--- config.mk ---
export PLATFORM = sky130hd
export DESIGN_NAME = alu_mul_seq
export DESIGN_NICKNAME = d
export VERILOG_FILES = /design/src/rtl/alu_mul_seq.sv
export SDC_FILE = /design/constraint.sdc
export NUM_CORES = 1
export LEC_CHECK = 0
export ABC_AREA = 1
export CAP_MARGIN = 20
export CORE_UTILIZATION = 37
export CTS_CLUSTER_SIZE = 14
export DETAILED_ROUTE_END_ITERATION = 10
export GPL_TIMING_DRIVEN = 0
export PLACE_DENSITY = 0.69
export SYNTH_ARGS = -nofsm -noshare
export SYNTH_HDL_FRONTEND = slang
export SYNTH_SLANG_ARGS = --single-unit
export TNS_END_PERCENT = 30
--- constraint.sdc ---
create_clock -name clk -period 3.5 [get_ports clk]
set_input_delay 0.7 -clock clk [delete_from_list [all_inputs] [get_ports clk]]
set_output_delay 0.7 -clock clk [all_outputs]
set_load 0.01 [all_outputs]
--- src/rtl/alu_mul_seq.sv ---
// Sequential shift-and-add multiplier that borrows the Hack ALU as its only adder.
// Returns the low WIDTH bits of a*b; the CPU stalls on busy until done pulses.
module alu_mul_seq #(
  parameter int WIDTH      = 16,    // must match the ALU; only 16 is supported
  parameter bit EARLY_EXIT = 1'b1
) (
  input  logic             clk,
  input  logic             reset,
  input  logic             start,
  input  logic [WIDTH-1:0] a,
  input  logic [WIDTH-1:0] b,
  output logic             busy,
  output logic             done,
  output logic [WIDTH-1:0] result,
  output logic             result_zr,
  output logic             result_ng,
  output logic [WIDTH-1:0] alu_x,
  output logic [WIDTH-1:0] alu_y,
  output logic             alu_zx,
  output logic             alu_nx,
  output logic             alu_zy,
  output logic             alu_ny,
  output logic             alu_f,
  output logic             alu_no,
  input  logic [WIDTH-1:0] alu_out
);

  localparam int CW = $clog2(WIDTH + 1);

  typedef enum logic [2:0] {
    S_IDLE,
    S_CHECK,
    S_ACC,
    S_DBL,
    S_DONE
  } state_t;

  state_t           r_state;
  state_t           w_state_nxt;
  logic [WIDTH-1:0] r_acc;
  logic [WIDTH-1:0] r_mcand;
  logic [WIDTH-1:0] r_mplier;
  logic [CW-1:0]    r_bitcnt;
  logic             w_finish;
  logic             w_add;

  assign w_finish = (EARLY_EXIT && (r_mplier == '0)) || (r_bitcnt == CW'(WIDTH));

  always_ff @(posedge clk or posedge reset) begin
    if (reset) r_state <= S_IDLE;
    else       r_state <= w_state_nxt;
  end

  // Outside ACC/DBL the ALU is parked on zx=1,zy=1,f=0 so it quietly computes 0.
  always_comb begin
    w_state_nxt = r_state;
    busy        = (r_state != S_IDLE);
    done        = (r_state == S_DONE);
    w_add       = 1'b0;
    alu_x       = '0;
    alu_y       = '0;
    case (r_state)
      S_IDLE:  if (start) w_state_nxt = S_CHECK;
      S_CHECK: begin
        if (w_finish)         w_state_nxt = S_DONE;
        else if (r_mplier[0]) w_state_nxt = S_ACC;
        else                  w_state_nxt = S_DBL;
      end
      S_ACC: begin
        w_add       = 1'b1;
        alu_x       = r_acc;
        alu_y       = r_mcand;
        w_state_nxt = S_DBL;
      end
      S_DBL: begin
        w_add       = 1'b1;
        alu_x       = r_mcand;
        alu_y       = r_mcand;
        w_state_nxt = S_CHECK;
      end
      S_DONE:  w_state_nxt = S_IDLE;
      default: w_state_nxt = S_IDLE;
    endcase
  end

  assign alu_zx = ~w_add;
  assign alu_nx = 1'b0;
  assign alu_zy = ~w_add;
  assign alu_ny = 1'b0;
  assign alu_f  = w_add;
  assign alu_no = 1'b0;

  always_ff @(posedge clk or posedge reset) begin
    if (reset) begin
      r_acc    <= '0;
      r_mcand  <= '0;
      r_mplier <= '0;
      r_bitcnt <= '0;
    end else begin
      case (r_state)
        S_IDLE: if (start) begin
          r_acc    <= '0;
          r_mcand  <= a;
          r_mplier <= b;
          r_bitcnt <= '0;
        end
        S_ACC: r_acc <= alu_out;
        S_DBL: begin
          r_mcand  <= alu_out;
          r_mplier <= r_mplier >> 1;
          r_bitcnt <= r_bitcnt + CW'(1);
        end
        default: ;
      endcase
    end
  end

  assign result    = r_acc;
  assign result_zr = (r_acc == '0);
  assign result_ng = r_acc[WIDTH-1];

endmodule

==> impl_metrics.yaml, run 1 <==
floorplan:
  rows: 32
  initial_core_util_pct: 38.2
  core_area_sq_um: 7690
  die_w_um: 91.1
  top_level_ports: 109
  die_h_um: 91.1
  dieArea_sq_um: 8310
setup_path:
  reg2reg_slack_ps: 1930
  cp.required_ps: 2800
  crit_fanout: 11
  cp-end-kind: "output port"
  arrival_ps: 2250
  crit_type: "reg2out"
  rr_endpoint: "result[7]"
  start_kind: "flip-flop"
  r2r_cells: 5
  worstReg2RegStart: "r_state[2]"
  crit_start: "r_state[2]"
synth:
  netlist_area_sq_um: 2940
  synth.top_cell.area_share_pct: 47.7
  syn_area_per_cell_sq_um: 7.56
  synth_warnings: 0
  synth-seq-cells: 56
  synth_area_leaders: "dfrtp_1 48%, nand2_1 10%, o21ai_0 9.4%"
  synthDistinctLibCells: 25
  synthCells: 389
  yosys.area.top_type: "dfrtp_1"
  synth-seq-area-share_pct: 47.7
routing:
  first_pass_iters: 8
  routed_wl_mm: 8.59
  viasPerCell: 4.93
  drc_errors: 1
  antenna_left: 0
  vias: 2991
  drtIter0Drc: 159
  wl_per_cell_um: 14.2
global_route:
  grt_usage_pct: 21.0
  grt_pass1_wl_mm: 13.8
  grt_max_degree: 37
  grt_pass1_vias: 2818
  antenna_found_initial: 0
  grt_overflow_total: 0
sta:
  finalSetupViolCount: 0
  fin_crit_sh_pct: 84.3
  hold_viol: 0
  rsz0062_at_grt: "no"
  setup_tns_ps: 0
  fin_skew_ps: 16.4
  min_period_ps: 2950
  slew_headroom_pct: 63.1
  fin_hold_ws_ps: 542
  tightest_slew_ps: 553
  slew_viol_final: 0
  maxClockFrequency_mhz: 339
pwr:
  peakVddDrop_uv: 292
  p_leak_uw: 0.00196
  pwr_density_cell_nw_per_um2: 868
cts:
  holdBufCountCts: 0
  post_cts.repair.setup_buffers: 0
  cts_buffers: 5
  clock_latency_ps: 310
  path_clk_slew_ps: 100
  cts_tree: "built"
  cts_resized: 0
  cts_root_buf: "clkbuf_8"
  numClockSinks: 56
  clockBufferDepth: 2
  h-tree-depth: 2
min_path:
  min_from: "r_mcand[5]"
  worst_hold_path.endpoint: "r_mcand[5]"
  hp-class: "reg2reg"
  holdPathStages: 2
placement:
  gp_congestion: 0.848
  io_buffers: 105
  dp_hpwl_mm: 6.46
layout:
  insertedDiodeCount: 0
  final_nets: 557
  layout_common_cells: "105 x clkdlybuf4s50_1, 78 x nand2_1, 72 x inv_1"
  fillCellCount: 730
  drive_gt1_share_pct: 7.13
  syn2layout_area_growth_pct: 44.2
  mostFrequentLayoutCell: "clkdlybuf4s50_1"
run:
  maxCapViolCount: 0
outcome:
  violations: "design-rule violations"
  outcome: "finished, violations left"
==> worst max-delay path by stage <==
stage	endpoint	slack (ps)	depth (start not counted)
6_report	alu_y[13]	550	5
5_1_grt	alu_y[14]	400	5
4_1_cts	alu_y[13]	520	5
3_5_place_dp	alu_y[10]	880	5
3_3_place_gp	r_mcand[10]	370	2
2_1_floorplan	r_bitcnt[0]	1430	1
==> through the flow <==
stage          cells  instance area [sq um]  power, uW  utilization (%)  worst slack (ps)
3_5_place_dp     599                   4150       3310             53.9               882
3_3_place_gp     598                   4130       3270             53.7               373
6_report         607                   4240       3680             55.2               551
5_1_grt          607                   4240       3980             55.2               398
2_1_floorplan    391                   2950       2350                -              1430
4_1_cts          607                   4240       3690             55.2               519
==> critical path, cell delays in order (launching register included) <==
cell and delay [ps]:
dfrtp_1 430, nor2_4 190, clkinv_1 270, buf_1 330, nor2_1 180, clkdlybuf4s50_1 550
==> Yosys cell counts <==
cell type  number
nand2_1        78
inv_1          73
dfrtp_1        56
o21ai_0        55
o22ai_1        34
nor2_1         29
o21ai_1        15
buf_2          10
buf_4           6
a21oi_1         3
buf_6           3
clkbuf_1        3
nand2_2         3
nand3_1         3
nand4_1         3
buf_1           2
ha_1            2
inv_2           2
nor3_1          2
nor4_1          2
clkbuf_2        1
clkinv_1        1
conb_1          1
nor2_2          1
nor2_4          1
==> sequential cells by signal (all words and copies together), names as in the netlist <==
signal	count
r_mcand	16
r_bitcnt	5
r_state	3
r_mplier	16
result	16
==> logic make-up (layout without fill, tap and decap cells) <==
| kind of cell | after synthesis | in the layout | synth area share (%) |
|---|---|---|---|
| simple gates | 122 | 122 | 16.8 |
| compound gates | 107 | 107 | 19.7 |
| buf+inv | 101 | 215 | 14.9 |
| flops | 56 | 56 | 47.7 |
| fa+ha+maj | 2 | 2 | 0.851 |
| other cells | 1 | 3 | 0.128 |
==> where the power goes <==
| part | total (uW) | leakage [uW] | internal [uW] | switching, uW |
|---|---|---|---|---|
| Sequential | 1080 | 0.000707 | 936 | 143 |
| Clock | 374 | 0.0000445 | 162 | 213 |
| Combinational | 2230 | 0.00121 | 968 | 1260 |
==> metal layers <==
layer | part of all wire [%] | GRT usage [%] | wire length [um] | vias to the layer above
met5 | 0 | 0 | 0 | -
met3 | 4.9 | 3.18 | 420 | 15
li1 | - | - | - | 1457
met1 | 44 | 27.6 | 3820 | 1422
met2 | 49 | 35.1 | 4180 | 97
met4 | 2.0 | 7.41 | 171 | 0
==> layout make-up <==
| class | count | area (sq um) | area share, % |
|---|---|---|---|
| clock buffer | 7 | 86.3 | 2.04 |
| tap | 102 | 128 | 3.01 |
| multi-input combinational | 234 | 1110 | 26.1 |
| sequential | 56 | 1400 | 33.0 |
| clock inverter | 1 | 7.51 | 0.177 |
| buffer | 25 | 153 | 3.60 |
| inverter | 76 | 285 | 6.73 |
| timing repair buffer | 106 | 1070 | 25.3 |
(Power assumes the default switching activity.)
==> run 2: changes to the inputs <==
Settings changed: PLACE_DENSITY 0.69 to 0.71.
Clock period 3.5 ns to 2.4 ns, I/O delays scaled along.
==> impl_metrics.yaml, run 2 (same netlist as run 1, synthesis figures left out) <==
outcome:
  outcome: "finished, violations left"
  violations: "negative setup slack"
sta:
  setup_tns_ps: -125
  slew_headroom_pct: 59.8
  fin_crit_sh_pct: 101
  fin_skew_ps: 6.99
  min_period_ps: 2440
  hold_viol: 0
  layout_setup_ws_ps: -35.8
  tightest_slew_ps: 602
  fin_hold_ws_ps: 552
  slew_viol_final: 0
  finalSetupViolCount: 4
  maxClockFrequency_mhz: 411
  rsz0062_at_grt: "yes"
global_route:
  antenna_found_initial: 0
  grt_overflow_total: 0
  grt_max_degree: 30
  grt_usage_pct: 21.5
  grt_pass1_vias: 2939
  grt_pass1_wl_mm: 14.1
pwr:
  fin_total_pwr_uw: 5390
  p_leak_uw: 0.00242
  pwr_density_cell_nw_per_um2: 1240
  peakVddDrop_uv: 465
routing:
  drc_errors: 0
  wl_per_cell_um: 14.2
  viasPerCell: 4.89
  drtIter0Drc: 160
  antenna_left: 0
  vias: 2980
  routed_wl_mm: 8.64
  first_pass_iters: 4
layout:
  drive_gt1_share_pct: 8.86
  insertedDiodeCount: 0
  syn2layout_area_growth_pct: 48.0
  final_nets: 560
  fillCellCount: 750
  layout_common_cells: "77 x nand2_1, 76 x clkdlybuf4s50_1, 72 x inv_1"
  fin_cells: 610
  mostFrequentLayoutCell: "nand2_1"
run:
  maxCapViolCount: 0
cts:
  h-tree-depth: 2
  cts_tree: "built"
  numClockSinks: 56
  cts_root_buf: "clkbuf_8"
  cts_buffers: 5
  path_clk_slew_ps: 100
  clock_latency_ps: 310
  clockBufferDepth: 2
  holdBufCountCts: 0
floorplan:
  dieArea_sq_um: 8310
  die_w_um: 91.1
  initial_core_util_pct: 38.2
  rows: 32
  core_area_sq_um: 7690
  die_h_um: 91.1
  top_level_ports: 109
placement:
  io_buffers: 105
  dpl.cell_count: 599
  place_ws_ps: -5.09
  gp_congestion: 0.798
  dp_hpwl_mm: 6.38
setup_path:
  crit_type: "reg2out"
  cp.required_ps: 1920
  arrival_ps: 1960
  start_kind: "flip-flop"
  crit_fanout: 10
  cp-end-kind: "output port"
min_path:
  hp-class: "in2async"
[run 2: cell types whose count changed in the layout (fill, tap and decap cells not counted)]
cell / delta
nand2_1: -1
buf_1: -2
dlygate4sd2_1: +1
clkbuf_4: +1
dlymetal6s2s_1: +27
clkdlybuf4s50_1: -29
buf_4: +8
clkinv_1: -1
buf_2: -2
nand2_2: +1
nor4_2: +1
nor4_1: -1
[run 2: layer usage]
layer	up-vias	wire, um	global-route usage, %
met5	-	0	0
met4	0	170	7.41
met3	13	471	2.85
met2	95	4180	35.9
met1	1410	3830	28.6
li1	1462	-	-
[run 2: layout make-up]
cell class                 count  area, sq um  share of cell area (%)
tap                          102          128                    2.93
buffer                        25          169                    3.88
sequential                    56         1400                    32.2
timing repair buffer         109         1160                    26.6
inverter                      76          289                    6.64
multi-input combinational    234         1120                    25.7
clock buffer                   8         90.1                    2.07
[run 2: worst max-delay path: stages (launching register included)]
cell	delay, ps
dfrtp_1	430
nor2_4	140
nand2_2	140
buf_4	210
o22ai_1	160
clkdlybuf4s50_1	550
[run 2: worst paths after layout]
kind | to | start | cells after the start | slack (ps)
max | alu_x[5] | r_state[2] | 5 | -40
min | r_mplier[12] | reset | 2 | 550
max reg2reg | result[7] | r_state[0] | 7 | 900
min reg2reg | r_mplier[13] | r_mplier[13] | 2 | 550
max in group asynchronous | r_bitcnt[3] | reset | 3 | 1280
min in group clk | r_mplier[13] | r_mplier[13] | 2 | 550
[run 2: where the power goes]
group          switching, uW  internal [uW]
clock network            298            236
registers                212           1370
logic                   1860           1420
total                   2370           3020
[run 2: repair_timing]
| item | in CTS | in global routing |
|---|---|---|
| resized for setup | 5 | 39 |
| endpoints found under the setup margin | 29 | 35 |
| buffers inserted | 0 | 3 |
| pin swaps | 0 | 1 |
[run 2: through the flow]
stage                     utilization, %  cell area [sq um]
after CTS                           55.2               4240
after floorplan                        -               2950
after global placement              53.7               4130
final                               56.6               4350
after global routing                56.6               4350
after detailed placement            53.9               4150
